==> src/rtl/kbd_pkg.sv <==
// Shared definitions for the PDP-8 console keyboard controller (KL8E-style).
// Optional KIE support is enabled with the KBD_INT_EN macro.
package kbd_pkg;

    typedef enum logic [1:0] {
        ST_IDLE = 2'd0,
        ST_LOAD = 2'd1,
        ST_RESP = 2'd2
    } kbd_state_e;

    localparam int unsigned OP_SKIP_BIT  = 0;
    localparam int unsigned OP_CLEAR_BIT = 1;
    localparam int unsigned OP_READ_BIT  = 2;

    localparam logic [2:0] OP_KCF = 3'o0;
    localparam logic [2:0] OP_KSF = 3'o1;
    localparam logic [2:0] OP_KCC = 3'o2;
    localparam logic [2:0] OP_KRS = 3'o4;
    localparam logic [2:0] OP_KIE = 3'o5;
    localparam logic [2:0] OP_KRB = 3'o6;

    localparam logic [5:0] KBD_DEV_CODE = 6'o03;

endpackage

==> src/rtl/kbd_rx_ctrl_sync_fifo.sv <==
// Generic synchronous FIFO with show-ahead head output; a pop and a push in
// the same cycle are both honoured even when the FIFO is full.
module sync_fifo #(
    parameter int unsigned WIDTH = 8,
    parameter int unsigned DEPTH = 4
) (
    input  logic                     clk_i,
    input  logic                     rst_i,
    input  logic                     wr_en_i,
    input  logic [WIDTH-1:0]         wr_data_i,
    input  logic                     rd_en_i,
    output logic [WIDTH-1:0]         rd_data_o,
    output logic                     full_o,
    output logic                     empty_o,
    output logic [$clog2(DEPTH):0]   count_o
);
    localparam int unsigned AW = $clog2(DEPTH);

    logic [WIDTH-1:0] mem_q [DEPTH];
    logic [AW-1:0]    wr_ptr_q;
    logic [AW-1:0]    rd_ptr_q;
    logic [AW:0]      count_q;
    logic             do_rd;
    logic             do_wr;

    assign empty_o   = (count_q == '0);
    assign full_o    = (count_q == (AW+1)'(DEPTH));
    assign count_o   = count_q;
    assign rd_data_o = mem_q[rd_ptr_q];
    assign do_rd     = rd_en_i && !empty_o;
    assign do_wr     = wr_en_i && (!full_o || do_rd);

    always_ff @(posedge clk_i) begin
        if (rst_i) begin
            wr_ptr_q <= '0;
            rd_ptr_q <= '0;
            count_q  <= '0;
        end else begin
            if (do_wr) wr_ptr_q <= wr_ptr_q + AW'(1);
            if (do_rd) rd_ptr_q <= rd_ptr_q + AW'(1);
            case ({do_wr, do_rd})
                2'b10:   count_q <= count_q + (AW+1)'(1);
                2'b01:   count_q <= count_q - (AW+1)'(1);
                default: count_q <= count_q;
            endcase
        end
    end

    always_ff @(posedge clk_i) begin
        if (do_wr) mem_q[wr_ptr_q] <= wr_data_i;
    end

endmodule

==> src/rtl/kbd_rx_ctrl.sv <==
// KL8E-style keyboard controller: FIFO-buffered receive path, keyboard flag
// and IOT decode. Define KBD_INT_EN to add the KIE interrupt-enable register.
module kbd_rx_ctrl
    import kbd_pkg::*;
#(
    parameter logic [5:0]  DEV_CODE   = KBD_DEV_CODE,
    parameter int unsigned FIFO_DEPTH = 4
) (
    input  logic        i_Clock,
    input  logic        i_Reset,
    input  logic        i_RX_DV,
    input  logic [7:0]  i_RX_Byte,
    input  logic        i_IOT,
    input  logic [5:0]  i_Device,
    input  logic [2:0]  i_Op,
    input  logic [11:0] i_AC,
    output logic        o_Done,
    output logic        o_Skip,
    output logic        o_ClearAC,
    output logic [11:0] o_ACData,
    output logic        o_IRQ,
    output logic        o_Overrun
);
    kbd_state_e  state_q;
    logic [7:0]  kbuf_q;
    logic        flag_q;
    logic        done_q, skip_q, clr_q, ovr_q;
    logic [11:0] acd_q;

    logic        fifo_full, fifo_empty, pop;
    logic [7:0]  fifo_head;
    logic        iot_hit, kie_op;
    logic [$clog2(FIFO_DEPTH):0] fifo_count_unused;

    sync_fifo #(.WIDTH(8), .DEPTH(FIFO_DEPTH)) u_fifo (
        .clk_i     (i_Clock),
        .rst_i     (i_Reset),
        .wr_en_i   (i_RX_DV),
        .wr_data_i (i_RX_Byte),
        .rd_en_i   (pop),
        .rd_data_o (fifo_head),
        .full_o    (fifo_full),
        .empty_o   (fifo_empty),
        .count_o   (fifo_count_unused)
    );

    assign iot_hit = i_IOT && (i_Device == DEV_CODE);
    // A qualified IOT in IDLE wins over refill; refill resumes after RESP.
    assign pop     = (state_q == ST_IDLE) && !iot_hit && !flag_q && !fifo_empty;

`ifdef KBD_INT_EN
    logic int_en_q;
    assign kie_op = (i_Op == OP_KIE);
    assign o_IRQ  = flag_q & int_en_q;
    always_ff @(posedge i_Clock) begin
        if (i_Reset)                                   int_en_q <= 1'b1;
        else if (state_q == ST_IDLE && iot_hit && kie_op) int_en_q <= i_AC[0];
    end
`else
    logic ac_unused;
    assign ac_unused = ^i_AC;
    assign kie_op    = 1'b0;
    assign o_IRQ     = flag_q;
`endif

    always_ff @(posedge i_Clock) begin
        if (i_Reset) begin
            state_q <= ST_IDLE;
            kbuf_q  <= '0;
            flag_q  <= 1'b0;
            done_q  <= 1'b0;
            skip_q  <= 1'b0;
            clr_q   <= 1'b0;
            acd_q   <= '0;
            ovr_q   <= 1'b0;
        end else begin
            done_q <= 1'b0;
            skip_q <= 1'b0;
            clr_q  <= 1'b0;
            acd_q  <= '0;
            if (i_RX_DV && fifo_full && !pop) ovr_q <= 1'b1;
            case (state_q)
                ST_IDLE: begin
                    if (iot_hit) begin
                        state_q <= ST_RESP;
                        done_q  <= 1'b1;
                        if (!kie_op) begin
                            skip_q <= i_Op[OP_SKIP_BIT] & flag_q;
                            clr_q  <= i_Op[OP_CLEAR_BIT];
                            acd_q  <= i_Op[OP_READ_BIT] ? {4'b0, kbuf_q} : '0;
                            if (i_Op == OP_KCF || i_Op[OP_CLEAR_BIT]) flag_q <= 1'b0;
                        end
                    end else if (pop) begin
                        state_q <= ST_LOAD;
                        kbuf_q  <= fifo_head;
                        flag_q  <= 1'b1;
                    end
                end
                ST_LOAD: state_q <= ST_IDLE;
                ST_RESP: state_q <= ST_IDLE;
                default: state_q <= ST_IDLE;
            endcase
        end
    end

    assign o_Done    = done_q;
    assign o_Skip    = skip_q;
    assign o_ClearAC = clr_q;
    assign o_ACData  = acd_q;
    assign o_Overrun = ovr_q;

endmodule

==> config.mk <==
export PLATFORM = sky130hd
export DESIGN_NAME = kbd_rx_ctrl
export DESIGN_NICKNAME = d
export VERILOG_FILES = /design/src/rtl/kbd_pkg.sv /design/src/rtl/kbd_rx_ctrl_sync_fifo.sv /design/src/rtl/kbd_rx_ctrl.sv
export SDC_FILE = /design/constraint.sdc
export NUM_CORES = 1
export LEC_CHECK = 0
export ABC_AREA = 1
export BUFFER_PORTS_ARGS = -buffer_cell sky130_fd_sc_hd__buf_2
export CAP_MARGIN = 20
export CORE_AREA = 8 8 82 84
export CTS_CLUSTER_SIZE = 16
export DETAILED_ROUTE_END_ITERATION = 6
export DIE_AREA = 0 0 90 92
export HOLD_SLACK_MARGIN = 0.05
export MAX_ROUTING_LAYER = met4
export PLACE_DENSITY_LB_ADDON = 0.05
export RECOVER_POWER = 25
export SLEW_MARGIN = 15
export SYNTH_ARGS = -nofsm -noshare
export SYNTH_HDL_FRONTEND = slang
export SYNTH_HIERARCHICAL = 1
export SYNTH_SLANG_ARGS = --single-unit
==> constraint.sdc <==
create_clock -name i_Clock -period 1.95 [get_ports i_Clock]
set_clock_uncertainty 0.1 [all_clocks]
set_input_delay 0.195 -clock i_Clock [delete_from_list [all_inputs] [get_ports i_Clock]]
set_output_delay 0.195 -clock i_Clock [all_outputs]
set_load 0.01 [all_outputs]
==> impl_metrics.toml <==
[place]
dpl.hpwl_mm = 3.09
io_buffers = 33
gp_congestion = 0.756
post_dp_cell_area_um2 = 2870

[synthesis]
synth_top_cell_area_share_pct = 37.4
seq_area_frac_synth_pct = 62.3
synth_area_leaders = "edfxtp_1 37%, dfxtp_1 25%, nor2_1 8.0%, inv_1 6.1%, nand2_1 4.2%"
synth_seq_cells = 64
yosys.area.top_type = "edfxtp_1"
syn_area_um2 = 2570
syn_avg_cell_area_um2 = 9.70
ys_warn_count = 6
syn_inst = 265
synth.distinct_cells = 25

[cts]
htreeDepth = 3
cts_sinks = 64
cts-root-buf = "clkbuf_8"
clkTransAtPathRegs_ps = 70
cts_tree = "yes"
cts_max_path_buffers = 2
clock_latency_ps = 340
cts_buffers = 9

[run]
max_cap_viol_count = 0

[layout]
final_common_cell = "nor2_1"
area_growth_pct = 25.2
final_cell_area_um2 = 3220
diodes = 0
mostFrequentLayoutCells = "55 x nor2_1, 38 x inv_1, 32 x edfxtp_1"
final_layout_size_suffix_gt1_share_pct = 23.7
num-nets-final = 366

[floorplanning]
die_h_um = 92
ioPinCount = 50
dieArea_um2 = 8280
die_x_um = 90
rows = 27
start_util_pct = 47.6
coreArea_um2 = 5410

[worst_setup_path]
cp_slowest_cell = "fa_2"
path_buf_inv = 2
crit_family = "adder cells"
critical_path_class = "flop to flop"
path_max_fanout = 4
required_ps = 2080
cp.arrival_ps = 1990
setup.worst_path.start_class = "flop"
cp_cell_sequence = "nor2_4, nand2_4, inv_2, inv_2, nand3_2, nor2_4, nand3_4, fa_2, a21boi_2, nor2_1"
cp_slowest_stage_delay_ps = 530
worstSetupEndpointType = "flop"

[power]
p_switching_uw = 1490
p_clk_share_pct = 26.3
p_leak_uw = 0.00137
power.density_nw_per_um2 = 1340
ir_drop_v = 0.000619
p_comb_share_pct = 33.6
p_sw_share_pct = 34.6
power_frac_seq_pct = 40.1
p_int_uw = 2830

[timing]
timing.final.crit_share_pct = 95.1
max_freq_mhz = 539
finalWorstPathRequiredPeriod_ps = 1860
final_max_slew_viol_count = 0
finalSetupTns_ps = 0
setup_viol = 0
hold_viol = 0

[hold_path]
min_path_type = "primary input to flop"

[grt]
grt_antenna_before_repair = 0
grt-ovfl-total = 0
grt_pass1_vias = 1661
grt_usage_pct = 12.2
grt_max_degree = 17
grt_pass1_wl_mm = 7.80

[detailed_routing]
drt_pass1_iterations = 4
drt-initial-drc-count = 59
routed_via_density = 4.47
wirelength_mm = 4.62
antenna_left = 0
vias = 1810
drcViolationCount = 0
wl_per_cell_um = 11.4

[run_status]
status = "complete, no violations"
through the flow:
| stage | worst slack [ps] | util [%] | power (uW) | std cells | hold WS (ps) |
|---|---|---|---|---|---|
| floorplan | -1.90 | - | 2770 | 268 | 157 |
| CTS | 69.8 | 58.8 | 4210 | 399 | 80.2 |
| detailed placement | 121 | 53.1 | 3050 | 372 | 317 |
| finish | 94.7 | 59.6 | 4320 | 405 | 86.0 |
| global route | -5.45 | 59.6 | 4630 | 405 | 130 |
| global placement | 135 | 53.1 | 3040 | 372 | 315 |
Yosys cell counts (all sizes together):
master	count
buf	7
nand3	7
conb	1
o21ai	24
a21boi	1
nand2	33
nor2	61
inv	43
edfxtp	32
a21oi	8
ha	4
fa	1
nand4	2
dfxtp	32
clkbuf	1
o22ai	8
layout make-up:
| cell class | instances | area, um^2 |
|---|---|---|
| well taps | 72 | 90.1 |
| clock inverters | 7 | 78.8 |
| repair buffers | 57 | 364 |
| clock buffers | 9 | 124 |
| fillers | 485 | 2190 |
| multi-input cells | 153 | 793 |
| inverters | 43 | 161 |
| flip-flops and latches | 64 | 1610 |
state kept, by name (all words and copies together), names as in the netlist, 2 cells and up, named ones only:
register	cells
kbuf_q	8
o_ACData	8
state_q	2
u_fifo/count_o	3
u_fifo/mem_q	32
u_fifo/rd_ptr_q	2
u_fifo/wr_ptr_q	2
metal layers:
metal	vias to the layer above	global-route usage, %	wire, um
li1	967	-	-
met2	37	17.5	2040
met3	9	3.75	270
met5	-	-	0
met1	797	14.4	2180
met4	0	8.32	116
repair_timing:
item	CTS	global route
endpoints found under the hold margin	37	0
buffers inserted	0	6
setup endpoints to repair	0	2
resized for setup	0	2
hold buffers	11	0
worst register-to-register path, delay by kind of cell (launching register included):
| family | cells | cell delay, ps |
|---|---|---|
| adder cells (fa/ha/maj) | 1 | 530 |
| AND/OR/NAND/NOR | 6 | 510 |
| flip-flops | 1 | 370 |
| buffers and inverters | 2 | 90 |
| AO/OA/AOI/OAI | 1 | 160 |
path summary, 6_finish.rpt:
path                       endpoint  cells after the start  slack (ps)              start
setup / recovery  u_fifo/count_o[1]                     10          90  u_fifo/count_o[0]
hold / removal          o_ACData[4]                      3          90            i_Op[2]
hold reg to reg         o_ACData[6]                      2         330          kbuf_q[6]
setup reg to reg  u_fifo/count_o[1]                     10          90  u_fifo/count_o[0]
power by group through the flow:
stage	sequential (uW)	combinational, uW	clock [uW]
after floorplan	1750	1020	0
after global placement	1760	1280	0
after detailed placement	1760	1280	0
after CTS	1730	1320	1160
after global routing	1760	1660	1210
final	1730	1450	1140
kinds of logic after synthesis:
family,share of synthesized area (%)
and+or+nand+nor,17.5
DFF,62.3
buffers and inverters,8.42
AOI/OAI and AO/OA,8.91
adders and majority gates,2.73
other,0.146
No activity file was read; power rests on OpenSTA's default activity.
